--- src/rtl/alarm_zone_controller_pkg.sv ---
// Shared constants for the alarm zone controller: FSM state codes, key checker
// status codes and the status-word width helper.
package alarm_pkg;

    localparam logic [2:0] INACTIVO = 3'd0;
    localparam logic [2:0] SALIDA   = 3'd1;
    localparam logic [2:0] ARMADO   = 3'd2;
    localparam logic [2:0] ESPERA   = 3'd3;
    localparam logic [2:0] ALARMA   = 3'd4;

    localparam logic [1:0] KEY_OK    = 2'd0;
    localparam logic [1:0] KEY_ERROR = 2'd2;
    localparam logic [1:0] NO_KEY    = 2'd3;

    // Status word is {zone sensors, siren, armed}.
    function automatic int status_w(input int n_zones);
        return n_zones + 2;
    endfunction

endpackage

--- src/rtl/alarm_zone_controller_if.sv ---
// Bundles the key checker, sensor, siren and status signals of the alarm
// zone controller. The controller itself connects through the slave modport.
interface alarm_zone_controller_if #(
    parameter int N_ZONES = 2
);

    logic [1:0]                                   key_status;
    logic                                         key_rst;
    logic [N_ZONES-1:0]                           sensor_in;
    logic [N_ZONES-1:0]                           zone_enable;
    logic [N_ZONES-1:0]                           zone_delayed;
    logic                                         siren_out;
    logic                                         armed;
    logic [2:0]                                   state;
    logic [N_ZONES-1:0]                           alarm_zones;
    logic [alarm_pkg::status_w(N_ZONES)-1:0]      status_msg;

    modport master (
        output key_status, sensor_in, zone_enable, zone_delayed,
        input  key_rst, siren_out, armed, state, alarm_zones, status_msg
    );

    modport slave (
        input  key_status, sensor_in, zone_enable, zone_delayed,
        output key_rst, siren_out, armed, state, alarm_zones, status_msg
    );

endinterface

--- src/rtl/alarm_zone_controller_delay_counter.sv ---
// Loadable down-counter shared by the exit, entry and siren delays. It stops
// at zero so a finished siren period stays finished.
module delay_counter #(
    parameter int CNT_W = 18
) (
    input  logic             CLK,
    input  logic             RST_N,
    input  logic             load,
    input  logic [CNT_W-1:0] value,
    input  logic             dec_en,
    output logic             one,
    output logic [CNT_W-1:0] count
);

    logic [CNT_W-1:0] r_count;

    // NOTE: sequential state uses non-blocking assignments so every flop
    // samples pre-edge values regardless of block ordering.
    always_ff @(posedge CLK or negedge RST_N) begin
        if (!RST_N) begin
            r_count <= '0;
        end else if (load) begin
            r_count <= value;
        end else if (dec_en && (r_count != '0)) begin
            r_count <= r_count - 1'b1;
        end
    end

    assign one   = (r_count == CNT_W'(1));
    assign count = r_count;

endmodule

--- src/rtl/alarm_zone_controller.sv ---
// Multi-zone alarm FSM: exit/entry delays, timed siren and wrong-key lockout,
// driving the siren and the status word for the serial transmitter.
module alarm_zone_controller #(
    parameter int N_ZONES      = 2,
    parameter int CNT_W        = 18,
    parameter int EXIT_DELAY   = 15000,
    parameter int ENTRY_DELAY  = 15000,
    parameter int SIREN_TIME   = 60000,
    parameter int MAX_BAD_KEYS = 3
) (
    input  logic                    CLK,
    input  logic                    RST_N,
    alarm_zone_controller_if.slave  bus
);

    import alarm_pkg::*;

    localparam int BAD_W = $clog2(MAX_BAD_KEYS + 1);
    localparam logic [CNT_W-1:0] EXIT_LD  = CNT_W'((EXIT_DELAY  == 0) ? 1 : EXIT_DELAY);
    localparam logic [CNT_W-1:0] ENTRY_LD = CNT_W'((ENTRY_DELAY == 0) ? 1 : ENTRY_DELAY);
    localparam logic [CNT_W-1:0] SIREN_LD = CNT_W'(SIREN_TIME);

    logic [2:0]         r_state;
    logic [N_ZONES-1:0] r_alarm_zones;
    logic [BAD_W-1:0]   r_bad_cnt;

    logic [2:0]         w_next_state;
    logic [N_ZONES-1:0] w_next_zones;
    logic [BAD_W-1:0]   w_next_bad;
    logic               w_load;
    logic [CNT_W-1:0]   w_load_val;
    logic               w_dec_en;
    logic               w_one;
    logic [CNT_W-1:0]   w_count;
    logic               w_key_ok;
    logic               w_key_err;
    logic               w_lockout;
    logic               w_state_ok;
    logic [N_ZONES-1:0] w_trip_i;
    logic [N_ZONES-1:0] w_trip_d;
    logic               w_siren;
    logic               w_armed;

    assign w_key_ok   = (bus.key_status == KEY_OK);
    assign w_key_err  = (bus.key_status == KEY_ERROR);
    assign w_trip_i   = bus.sensor_in & bus.zone_enable & ~bus.zone_delayed;
    assign w_trip_d   = bus.sensor_in & bus.zone_enable &  bus.zone_delayed;
    assign w_state_ok = (r_state <= ALARMA);
    assign w_lockout  = w_key_err && w_state_ok && (r_state != ALARMA)
                        && ((int'(r_bad_cnt) + 1) >= MAX_BAD_KEYS);
    assign w_dec_en   = (r_state == SALIDA) || (r_state == ESPERA) || (r_state == ALARMA);

    // NOTE: every variable gets a default at the top of the block so no
    // path leaves one unassigned and no latch is inferred.
    always_comb begin
        w_next_state = r_state;
        w_next_zones = r_alarm_zones;
        w_next_bad   = r_bad_cnt;
        w_load       = 1'b0;
        w_load_val   = SIREN_LD;

        if (w_key_ok) begin
            w_next_bad = '0;
            if (r_state == INACTIVO) begin
                w_next_state = SALIDA;
                w_next_zones = '0;
                w_load       = 1'b1;
                w_load_val   = EXIT_LD;
            end else begin
                w_next_state = INACTIVO;
            end
        end else begin
            case (r_state)
                INACTIVO: ;
                SALIDA: begin
                    if (w_one) w_next_state = ARMADO;
                end
                ARMADO: begin
                    w_next_zones = r_alarm_zones | w_trip_i | w_trip_d;
                    if (|w_trip_i) begin
                        w_next_state = ALARMA;
                    end else if (|w_trip_d) begin
                        w_next_state = ESPERA;
                        w_load       = 1'b1;
                        w_load_val   = ENTRY_LD;
                    end
                end
                ESPERA: begin
                    w_next_zones = r_alarm_zones | w_trip_i | w_trip_d;
                    if ((|w_trip_i) || w_one) w_next_state = ALARMA;
                end
                ALARMA: ;
                default: w_next_state = INACTIVO;
            endcase

            // Lockout overrides the sensor decision but keeps its zone record.
            if (w_key_err && w_state_ok && (r_state != ALARMA)) begin
                if (w_lockout) begin
                    w_next_state = ALARMA;
                    w_next_bad   = '0;
                end else begin
                    w_next_bad = r_bad_cnt + 1'b1;
                end
            end

            if ((w_next_state == ALARMA) && (r_state != ALARMA)) begin
                w_load     = 1'b1;
                w_load_val = SIREN_LD;
            end
        end
    end

    always_ff @(posedge CLK or negedge RST_N) begin
        if (!RST_N) begin
            r_state       <= INACTIVO;
            r_alarm_zones <= '0;
            r_bad_cnt     <= '0;
        end else begin
            r_state       <= w_next_state;
            r_alarm_zones <= w_next_zones;
            r_bad_cnt     <= w_next_bad;
        end
    end

    delay_counter #(
        .CNT_W (CNT_W)
    ) u_delay (
        .CLK    (CLK),
        .RST_N  (RST_N),
        .load   (w_load),
        .value  (w_load_val),
        .dec_en (w_dec_en),
        .one    (w_one),
        .count  (w_count)
    );

    assign w_siren = (r_state == ALARMA) && ((SIREN_TIME == 0) || (w_count != '0));
    assign w_armed = (r_state != INACTIVO);

    assign bus.key_rst     = w_key_ok || w_key_err;
    assign bus.siren_out   = w_siren;
    assign bus.armed       = w_armed;
    assign bus.state       = r_state;
    assign bus.alarm_zones = r_alarm_zones;
    assign bus.status_msg  = {bus.sensor_in & bus.zone_enable, w_siren, w_armed};

endmodule

--- src/flat_wrapper.sv ---
// flat-port wrapper written by rule: the top's interface ports become plain ports
module alarm_zone_controller_flat import alarm_pkg::*;
#(
    parameter int N_ZONES      = 2,
    parameter int CNT_W        = 18,
    parameter int EXIT_DELAY   = 15000,
    parameter int ENTRY_DELAY  = 15000,
    parameter int SIREN_TIME   = 60000,
    parameter int MAX_BAD_KEYS = 3
)
  (CLK, RST_N, bus_key_status, bus_sensor_in, bus_zone_enable, bus_zone_delayed, bus_key_rst, bus_siren_out, bus_armed, bus_state, bus_alarm_zones, bus_status_msg);
  alarm_zone_controller_if #(.N_ZONES(N_ZONES)) bus_i ();
  input  logic CLK;
  input  logic RST_N;
  input wire logic [$bits(bus_i.key_status)-1:0] bus_key_status;
  input wire logic [$bits(bus_i.sensor_in)-1:0] bus_sensor_in;
  input wire logic [$bits(bus_i.zone_enable)-1:0] bus_zone_enable;
  input wire logic [$bits(bus_i.zone_delayed)-1:0] bus_zone_delayed;
  output wire logic [$bits(bus_i.key_rst)-1:0] bus_key_rst;
  output wire logic [$bits(bus_i.siren_out)-1:0] bus_siren_out;
  output wire logic [$bits(bus_i.armed)-1:0] bus_armed;
  output wire logic [$bits(bus_i.state)-1:0] bus_state;
  output wire logic [$bits(bus_i.alarm_zones)-1:0] bus_alarm_zones;
  output wire logic [$bits(bus_i.status_msg)-1:0] bus_status_msg;
  assign bus_i.key_status = bus_key_status;
  assign bus_i.sensor_in = bus_sensor_in;
  assign bus_i.zone_enable = bus_zone_enable;
  assign bus_i.zone_delayed = bus_zone_delayed;
  assign bus_key_rst = bus_i.key_rst;
  assign bus_siren_out = bus_i.siren_out;
  assign bus_armed = bus_i.armed;
  assign bus_state = bus_i.state;
  assign bus_alarm_zones = bus_i.alarm_zones;
  assign bus_status_msg = bus_i.status_msg;
  alarm_zone_controller #(.N_ZONES(N_ZONES), .CNT_W(CNT_W), .EXIT_DELAY(EXIT_DELAY), .ENTRY_DELAY(ENTRY_DELAY), .SIREN_TIME(SIREN_TIME), .MAX_BAD_KEYS(MAX_BAD_KEYS)) u_core (.CLK(CLK), .RST_N(RST_N), .bus(bus_i));
endmodule
--- config.mk ---
export PLATFORM = sky130hd
export DESIGN_NAME = alarm_zone_controller_flat
export DESIGN_NICKNAME = d
export VERILOG_FILES = /design/src/rtl/alarm_zone_controller_pkg.sv /design/src/rtl/alarm_zone_controller_if.sv /design/src/rtl/alarm_zone_controller_delay_counter.sv /design/src/rtl/alarm_zone_controller.sv /design/src/flat_wrapper.sv
export SDC_FILE = /design/constraint.sdc
export NUM_CORES = 1
export LEC_CHECK = 0
export CAP_MARGIN = 20
export CORE_ASPECT_RATIO = 0.7
export CORE_UTILIZATION = 25
export DETAILED_ROUTE_END_ITERATION = 10
export PLACE_DENSITY = 0.43
export SETUP_SLACK_MARGIN = 0.2
export SYNTH_ARGS = -nofsm -noshare
export SYNTH_HDL_FRONTEND = slang
export SYNTH_SLANG_ARGS = --single-unit
export TNS_END_PERCENT = 10
--- constraint.sdc ---
create_clock -name CLK -period 2.5 [get_ports CLK]
set_input_delay 0.5 -clock CLK [delete_from_list [all_inputs] [get_ports CLK]]
set_output_delay 0.5 -clock CLK [all_outputs]
set_load 0.1 [all_outputs]
After elaboration in Yosys (flattened, before gate mapping)
Cells that the tools add are included.
{"block": "op_classes", "addsub": 3, "n_mux": 30, "reduce_logical": 22, "n_bitwise": 6, "eq_ne": 9, "order_cmp": 2}
{"cell": "$mux W18", "n": 6}
{"cell": "$ge A32 B3 Y1 const B", "n": 1}
{"cell": "$mux W16", "n": 2}
{"cell": "$mux W3", "n": 8}
{"cell": "$eq A18 B1 Y1 const B", "n": 1}
{"cell": "$reduce_bool A18 Y1", "n": 1}
{"cell": "$sub A18 B1 Y18 const B", "n": 1}
{"cell": "$mux W2", "n": 6}
{"cell": "$pmux W3 S4", "n": 1}
{"cell": "$reduce_or A2 Y1", "n": 4}
{"cell": "$mux W1", "n": 7}
{"cell": "$and A2 B2 Y2", "n": 3}
{"cell": "$eq A3 B2 Y1 const B", "n": 2}
{"cell": "$eq A3 B3 Y1 const B", "n": 2}
{"cell": "$logic_and A1 B1 Y1", "n": 6}
{"cell": "$reduce_bool A2 Y1", "n": 3}
{"cell": "$logic_or A1 B1 Y1", "n": 4}
{"cell": "$or A2 B2 Y2", "n": 2}
{"cell": "$add A2 B1 Y3 const B", "n": 1}
{"cell": "$eq A3 B1 Y1 const B", "n": 1}
{"cell": "$le A3 B3 Y1 const B", "n": 1}
{"cell": "$logic_not A3 Y1", "n": 1}
{"cell": "$ne A3 B3 Y1 const B", "n": 1}
{"cell": "$reduce_bool A3 Y1", "n": 1}
{"cell": "6 further kinds", "n": 6}
{"block": "word_totals", "wordCells": 76, "register_bits": 25, "output_inout_bits": 12, "inputBits": 10}

Depth between registers and ports, before layout
Gate-level depths: netlist of run 1.
{"block": "depth", "word_depth": 14, "ltp_mapped": 8, "depth_no_buf": 7}

Modules after synthesis
Synthesis of run 1 repeated with hierarchy kept, for this count alone.
{"block": "unflattened", "cells_unflattened": 223, "hier_area_um2": 1839.3}
{"mod": "delay_counter", "cells_each": 148, "seq_area_each_um2": 450.4, "area_each_um2": 1248.7, "instances": 1}
{"mod": "alarm_zone_controller", "cells_each": 75, "seq_area_each_um2": 175.2, "area_each_um2": 590.6, "instances": 1}

Worst setup path before layout of run 1
No wires, ideal clock.
{"block": "synth_timing", "kind": "reg-to-output", "startpoint": "register u_core.r_state[2], in the netlist u_core.bus.state[2]", "endpoint": "output port bus_status_msg[1]", "path_slack_ps": -1609, "n_path_buf": 2, "arrival_time_ps": 3609, "path_stages_with_launch": 5, "required_time_ps": 2000, "path_cell_list": "dfrtp_1 buf_4 or3b_4 a21oi_1 buf_4"}
{"block": "synth_via", "elab_chain_cells": 2}
{"item": "from (decl)", "line_no": "alarm_zone_controller.sv:23", "source": "logic [2:0] r_state;"}
{"item": "from (signal assigned)", "line_no": "alarm_zone_controller.sv:119", "source": "r_state <= w_next_state;"}
{"item": "$eq A3 B3 Y1", "line_no": "alarm_zone_controller.sv:137", "source": "assign w_siren = (r_state == ALARMA) && ((SIREN_TIME == 0) || (w_count != '0));"}
{"item": "$logic_and A1 B1 Y1", "line_no": "alarm_zone_controller.sv:137"}
{"item": "to (decl)", "line_no": "flat_wrapper.sv:24", "source": "output wire logic [$bits(bus_i.status_msg)-1:0] bus_status_msg;"}
Every way passes these cells.

Worst setup path after layout of run 1
{"block": "layout_timing", "startpoint": "register u_core.u_delay.r_count[7], in the netlist u_core.u_delay.count[7]", "endpoint": "output port bus_siren_out"}
{"block": "layout_via", "elab_chain_cells": 2}
{"item": "from (decl)", "line_no": "alarm_zone_controller_delay_counter.sv:15", "source": "logic [CNT_W-1:0] r_count;"}
{"item": "from (signal assigned)", "line_no": "alarm_zone_controller_delay_counter.sv:23", "source": "r_count <= value;"}
{"item": "from (signal assigned)", "line_no": "alarm_zone_controller_delay_counter.sv:25", "source": "r_count <= r_count - 1'b1;"}
{"item": "$reduce_bool A18 Y1", "line_no": "alarm_zone_controller.sv:137"}
{"item": "$logic_and A1 B1 Y1", "line_no": "alarm_zone_controller.sv:137"}
{"item": "to (decl)", "line_no": "flat_wrapper.sv:20", "source": "output wire logic [$bits(bus_i.siren_out)-1:0] bus_siren_out;"}
Every way passes these cells.

==> results of run 1 <==
registers in the layout, summed over array words and instances (netlist names):
| name | flops |
|---|---|
| u_core.r_bad_cnt | 2 |
| u_core.bus.state | 3 |
| u_core.u_delay.count | 18 |
| u_core.bus.alarm_zones | 2 |
through the flow:
stage          setup TNS (ns)  worst slack (ns)
3_5_place_dp                0             0.127
2_1_floorplan         -0.0336           -0.0336
4_1_cts                     0             0.218
5_1_grt                     0             0.173
3_3_place_gp                0             0.138
6_report                    0             0.246
cell usage in the layout (no fill, tap or decap), types with 3 or more instances in the layout:
cell type,count
buf_4,27
nor2_1,21
dfrtp_1,20
nand2_1,19
xnor2_1,9
clkdlybuf4s50_1,9
nor3_1,8
o21ai_0,8
inv_1,7
a21oi_1,7
nor4_1,5
nand3_1,5
xor2_1,5
ha_1,5
buf_12,5
dfrtp_2,4
o21a_1,3
a31oi_1,3
clkbuf_8,3
worst paths after layout:
check | start | endpoint | slack [ns] | cells after the start
setup / recovery | u_core.u_delay.count[7] | bus_siren_out | 0.25 | 5
hold / removal | u_core.bus.alarm_zones[0] | u_core.bus.alarm_zones[0] | 0.54 | 2
setup reg to reg | u_core.u_delay.count[7] | u_core.u_delay.count[17] | 0.34 | 6
hold reg to reg | u_core.bus.alarm_zones[0] | u_core.bus.alarm_zones[0] | 0.54 | 2
max in group asynchronous | RST_N | u_core.bus.state[2] | 1.63 | 2
min in group asynchronous | RST_N | u_core.bus.alarm_zones[1] | 0.59 | 2
cells by family after synthesis:
group / count (synthesis) / synth area share
xor gates and xnor gates: 14 / 0.0796
and+or+nand+nor: 81 / 0.277
DFF: 25 / 0.406
adders and majority gates: 5 / 0.0406
AOI/OAI and AO/OA: 34 / 0.147
buffers and inverters: 14 / 0.0496
metal layers:
metal  global-route usage  part of all wire  wire [um]
met5                    0                 0          0
met4               0.0392             0.011         44
met3               0.0248             0.030        116
met2                0.184              0.41       1570
met1                0.206              0.55       2120
what timing repair did:
item,4_1_cts,5_1_grt
buffers inserted,1,5
endpoints found under the setup margin,2,5
endpoints found under the hold margin,0,0
resized for setup,2,5
pin swaps,2,2
hold buffers,0,0
layout make-up:
class | instances | area, um^2 | area share
clock buffers | 3 | 41.3 | 0.0199
multi-input cells | 134 | 878 | 0.424
flip-flops and latches | 25 | 634 | 0.306
well taps | 75 | 93.8 | 0.0453
inverters | 7 | 26.3 | 0.0127
repair buffers | 41 | 393 | 0.190
clock inverters | 1 | 5.00 | 0.00242
power groups by stage:
stage | combinational (W) | clock, W | sequential (W)
after global placement | 0.00101 | 0 | 0.000670
after detailed placement | 0.00101 | 0 | 0.000674
after global routing | 0.00116 | 0.000269 | 0.000698
after CTS | 0.00102 | 0.000253 | 0.000671
final | 0.00107 | 0.000242 | 0.000679
after floorplan | 0.000718 | 0 | 0.000731
cells in the mapped netlist (2+ instances only):
cell / count / area, um^2
nor3_1: 11 / 55.1
a31oi_1: 3 / 18.8
nand2_1: 19 / 71.3
a21oi_1: 8 / 40.0
xnor2_1: 9 / 78.8
xor2_1: 5 / 43.8
o21ai_1: 2 / 10.0
nor4_1: 5 / 31.3
nand2b_1: 2 / 12.5
inv_1: 7 / 26.3
nand3_1: 5 / 25.0
buf_4: 4 / 30.0
o21a_1: 3 / 22.5
nor2_1: 21 / 78.8
or3_1: 2 / 12.5
o21ai_0: 8 / 40.0
ha_1: 5 / 62.6
dfrtp_1: 25 / 626
nand4_1: 2 / 12.5
nor4_2: 2 / 25.0
a211oi_1: 2 / 15.0
worst register-to-register path, stage by stage, from the launching register on:
cell and delay (ns):
dfrtp_1 0.41, or4_4 0.56, buf_4 0.17, o31ai_4 0.48, nor3_1 0.14, xnor2_1 0.21
nor2_1 0.06
==> impl_metrics.yaml, run 1 <==
status:
  status: "finished clean"
global_route:
  grt_pass1_vias: 1269
  grt-ovfl-total: 0
  grt_max_degree: 26
  track_usage: 0.133
  grt_pass1_wl_um: 6500
  grt_antenna_before_repair: 0
logic_synthesis:
  netlist_area_um2: 1540
  synth_nets: 188
  synthFlopType: "dfrtp_1"
  syn_area_per_cell_um2: 8.90
  synth_edf_count: 0
  synth_seq_cells: 25
  async_flop_share: 1.00
  synth-seq-area-share: 0.406
  yosysWarningCount: 0
  syn_inst: 173
  yosys.cell_types.count: 44
clock_tree:
  cts_root_buf: "clkbuf_8"
  cts.sink_count: 25
  cts_buffer_depth: 2
  numCtsBuffers: 3
  clkLatencyLatePin_ns: 0.27
  clkTransAtPathRegs_ns: 0.09
  h-tree-depth: 1
  tritoncts: "done"
routing:
  wl_um: 3850
  ant_nets: 0
  drc: 0
  viasPerCell: 4.70
  drt-initial-drc-count: 77
  first_pass_iters: 4
  wl_per_cell_um: 13.5
  vias: 1344
power:
  seqPwrFrac: 0.341
  swShare: 0.485
  switching_power_w: 0.000966
  pwr-share-comb: 0.537
  leakage_nw: 0.843
  pwr-share-clk: 0.122
  p_total_w: 0.00199
  ir_drop_mv: 0.319
  p_per_area_nw_per_um2: 961
  p_int_w: 0.00102
floorplanning:
  dieHeight_um: 67.7
  row_count: 23
  die_area_um2: 6480
  fp.dieW_um: 95.8
  coreArea_um2: 5840
  initial_core_util: 0.264
  io_pins: 22
timing:
  slew_headroom: 0.672
  rsz0062_at_grt: "yes"
  slew_viol_final: 0
  finalSetupViolations: 0
  hold_ws_ns: 0.544
  skew_ns: 0.00430
  hold_viol_final: 0
  period_needed_ns: 2.25
  period_share: 0.902
  worstMarginPinSlew_ns: 0.492
  fmax_ghz: 0.444
cells_and_area:
  area_delta_synth_final_pct: 34.5
  num_antenna_cells: 0
  fin_cells: 286
  fill_cells: 589
  utilization: 0.355
  drive_gt1_frac: 0.270
  design_area_um2: 2070
  final_nets: 227
placed_design:
  numPortBuffers: 21
  gp_congestion: 0.834
  post_dp_cell_area_um2: 1950
  dp_hpwl_um: 2960
  place_inst: 276
setup_path:
  arrival_ns: 1.75
  cp-end-kind: "primary output"
  critPathKind: "reg -> out"
  cp.required_ns: 2.00
  crit_buf_inv: 2
  crit_chain: "or4_4 > nor3_2 > buf_4 > a21oi_4 > buf_12"
  cpMaxStageDelayCell: "or4_4"
  start_kind: "flop"
  crit_family: "simple AND/OR/NAND/NOR gates"
  critical_path.max_stage_delay_ns: 0.56
  critPathMaxFanout: 3
worst_hold_path:
  hp-class: "reg -> reg"
job:
  cap_violations: 0
No activity file was read; power rests on OpenSTA's default activity.
==> inputs of run 2 (changes only) <==
--- a/config.mk
+++ b/config.mk
@@ -10,6 +10,7 @@
 export CORE_UTILIZATION = 25
 export DETAILED_ROUTE_END_ITERATION = 10
 export PLACE_DENSITY = 0.43
+export RECOVER_POWER = 50
 export SETUP_SLACK_MARGIN = 0.2
 export SYNTH_ARGS = -nofsm -noshare
 export SYNTH_HDL_FRONTEND = slang
==> run 2 against run 1 <==
First-iteration DRC count up 18%. Highest routed layer unchanged. Sequential share of layout area grew 0.32 points. Sequential power about the same. Largest cell class unchanged. Global-route usage did not move. Worst setup slack about the same. Via count decreased by 0.22%. Critical path depth unchanged.
==> impl_metrics.yaml, run 2 (synthesized netlist as in run 1, its figures left out) <==
status:
  status: "finished clean"
timing:
  period_share: 0.902
  period_needed_ns: 2.25
  finalWorstSetupSlack_ns: 0.246
  fmax_ghz: 0.444
  hold_viol_final: 0
  finalSetupViolations: 0
  rsz0062_at_grt: "yes"
  slew_viol_final: 0
  skew_ns: 0.00430
  worstMarginPinSlew_ns: 1.40
  slew_headroom: 0.0693
cells_and_area:
  final_cell_mix: "nor2_1 (22), buf_4 (22), dfrtp_1 (20), nand2_1 (19), xnor2_1 (9)"
  multi_input_area_um2: 876
  num_antenna_cells: 0
  fill_cells: 597
  largest_reg_flops: 18
  seqCellArea_um2: 634
  final_nets: 227
  drive_gt1_frac: 0.242
  area_delta_synth_final_pct: 33.1
setup_path:
  arrival_ns: 1.75
  worstRegToRegCells: 6
  critPathMaxFanout: 3
  cp-end-kind: "primary output"
  critPathKind: "reg -> out"
  start_kind: "flop"
  cp.required_ns: 2.00
job:
  cap_violations: 0
floorplanning:
  dieHeight_um: 67.7
  fp.dieW_um: 95.8
  initial_core_util: 0.264
  io_pins: 22
  coreArea_um2: 5840
  die_area_um2: 6480
  row_count: 23
routing:
  drt-initial-drc-count: 91
  viasPerCell: 4.69
  drc: 0
  wl_um: 3860
  ant_nets: 0
  vias: 1341
  wl_per_cell_um: 13.5
  first_pass_iters: 4
power:
  p_int_w: 0.00102
  pwr-share-clk: 0.122
  swShare: 0.486
  p_per_area_nw_per_um2: 969
  leakage_nw: 0.823
  seqPwrFrac: 0.342
  pwr-share-comb: 0.536
  switching_power_w: 0.000965
  ir_drop_mv: 0.319
  p_total_w: 0.00199
clock_tree:
  numCtsBuffers: 3
  cts_root_buf: "clkbuf_8"
  cts_buffer_depth: 2
  ctsHoldBuffers: 0
  tritoncts: "done"
  clkLatencyLatePin_ns: 0.27
  h-tree-depth: 1
  clkTransAtPathRegs_ns: 0.09
  cts.sink_count: 25
placed_design:
  post-place-ws_ns: 0.127
  gp_congestion: 0.834
  dp_hpwl_um: 2960
  numPortBuffers: 21
global_route:
  track_usage: 0.133
  grt_pass1_vias: 1269
  grt_pass1_wl_um: 6500
  grt_antenna_before_repair: 0
  grt-ovfl-total: 0
  grt_max_degree: 26
worst_hold_path:
  hp-class: "reg -> reg"
  min_path_cells: 2
run 2: stage by stage:
stage | TNS [ns] | cell area (um^2) | util | instances | hold slack, ns
final | 0 | 2050 | 0.351 | 286 | 0.540
after global routing | 0 | 2050 | 0.351 | 286 | 0.568
after CTS | 0 | 2010 | 0.345 | 281 | 0.548
after detailed placement | 0 | 1950 | 0.334 | 276 | 0.521
after global placement | 0 | 1950 | 0.334 | 276 | 0.526
after floorplan | -0.0336 | 1580 | - | 173 | 0.204
run 2: path summary, 6_finish.rpt:
kind,from,to,slack (ns)
max,u_core.u_delay.count[7],bus_siren_out,0.25
min,u_core.bus.alarm_zones[0],u_core.bus.alarm_zones[0],0.54
max reg2reg,u_core.u_delay.count[7],u_core.u_delay.count[17],0.34
min reg2reg,u_core.bus.alarm_zones[0],u_core.bus.alarm_zones[0],0.54
max in group asynchronous,RST_N,u_core.bus.state[2],0.51
min in group asynchronous,RST_N,u_core.bus.alarm_zones[1],1.00
run 2: power by group through the flow:
| stage | clock (W) | combinational (W) | sequential [W] |
|---|---|---|---|
| global route | 0.000269 | 0.00115 | 0.000698 |
| CTS | 0.000253 | 0.00102 | 0.000671 |
| finish | 0.000242 | 0.00107 | 0.000679 |
| global placement | 0 | 0.00101 | 0.000670 |
| floorplan | 0 | 0.000718 | 0.000731 |
| detailed placement | 0 | 0.00101 | 0.000674 |
run 2: critical path, cell delays in order (launching register included):
cell,delay [ns]
dfrtp_1,0.41
or4_4,0.56
nor3_2,0.12
buf_4,0.14
a21oi_4,0.07
buf_12,0.17
run 2: cell type report:
type | count | area share
well taps | 75 | 0.0458
multi-input cells | 134 | 0.427
clock buffers | 3 | 0.0201
flip-flops and latches | 25 | 0.309
clock inverters | 1 | 0.00244
repair buffers | 41 | 0.182
inverters | 7 | 0.0128
run 2: repair_timing:
item / in CTS / in global routing
resized for setup: 2 / 5
setup buffers: 1 / 5
pin swaps: 2 / 2
setup endpoints to repair: 2 / 5
cloned: 0 / 0
run 2: layer usage:
| layer | track usage | vias up | wire length (um) |
|---|---|---|---|
| met1 | 0.206 | 631 | 2140 |
| li1 | - | 687 | - |
| met5 | 0 | - | 0 |
| met2 | 0.184 | 19 | 1570 |
| met4 | 0.0392 | 0 | 44 |
| met3 | 0.0248 | 4 | 112 |
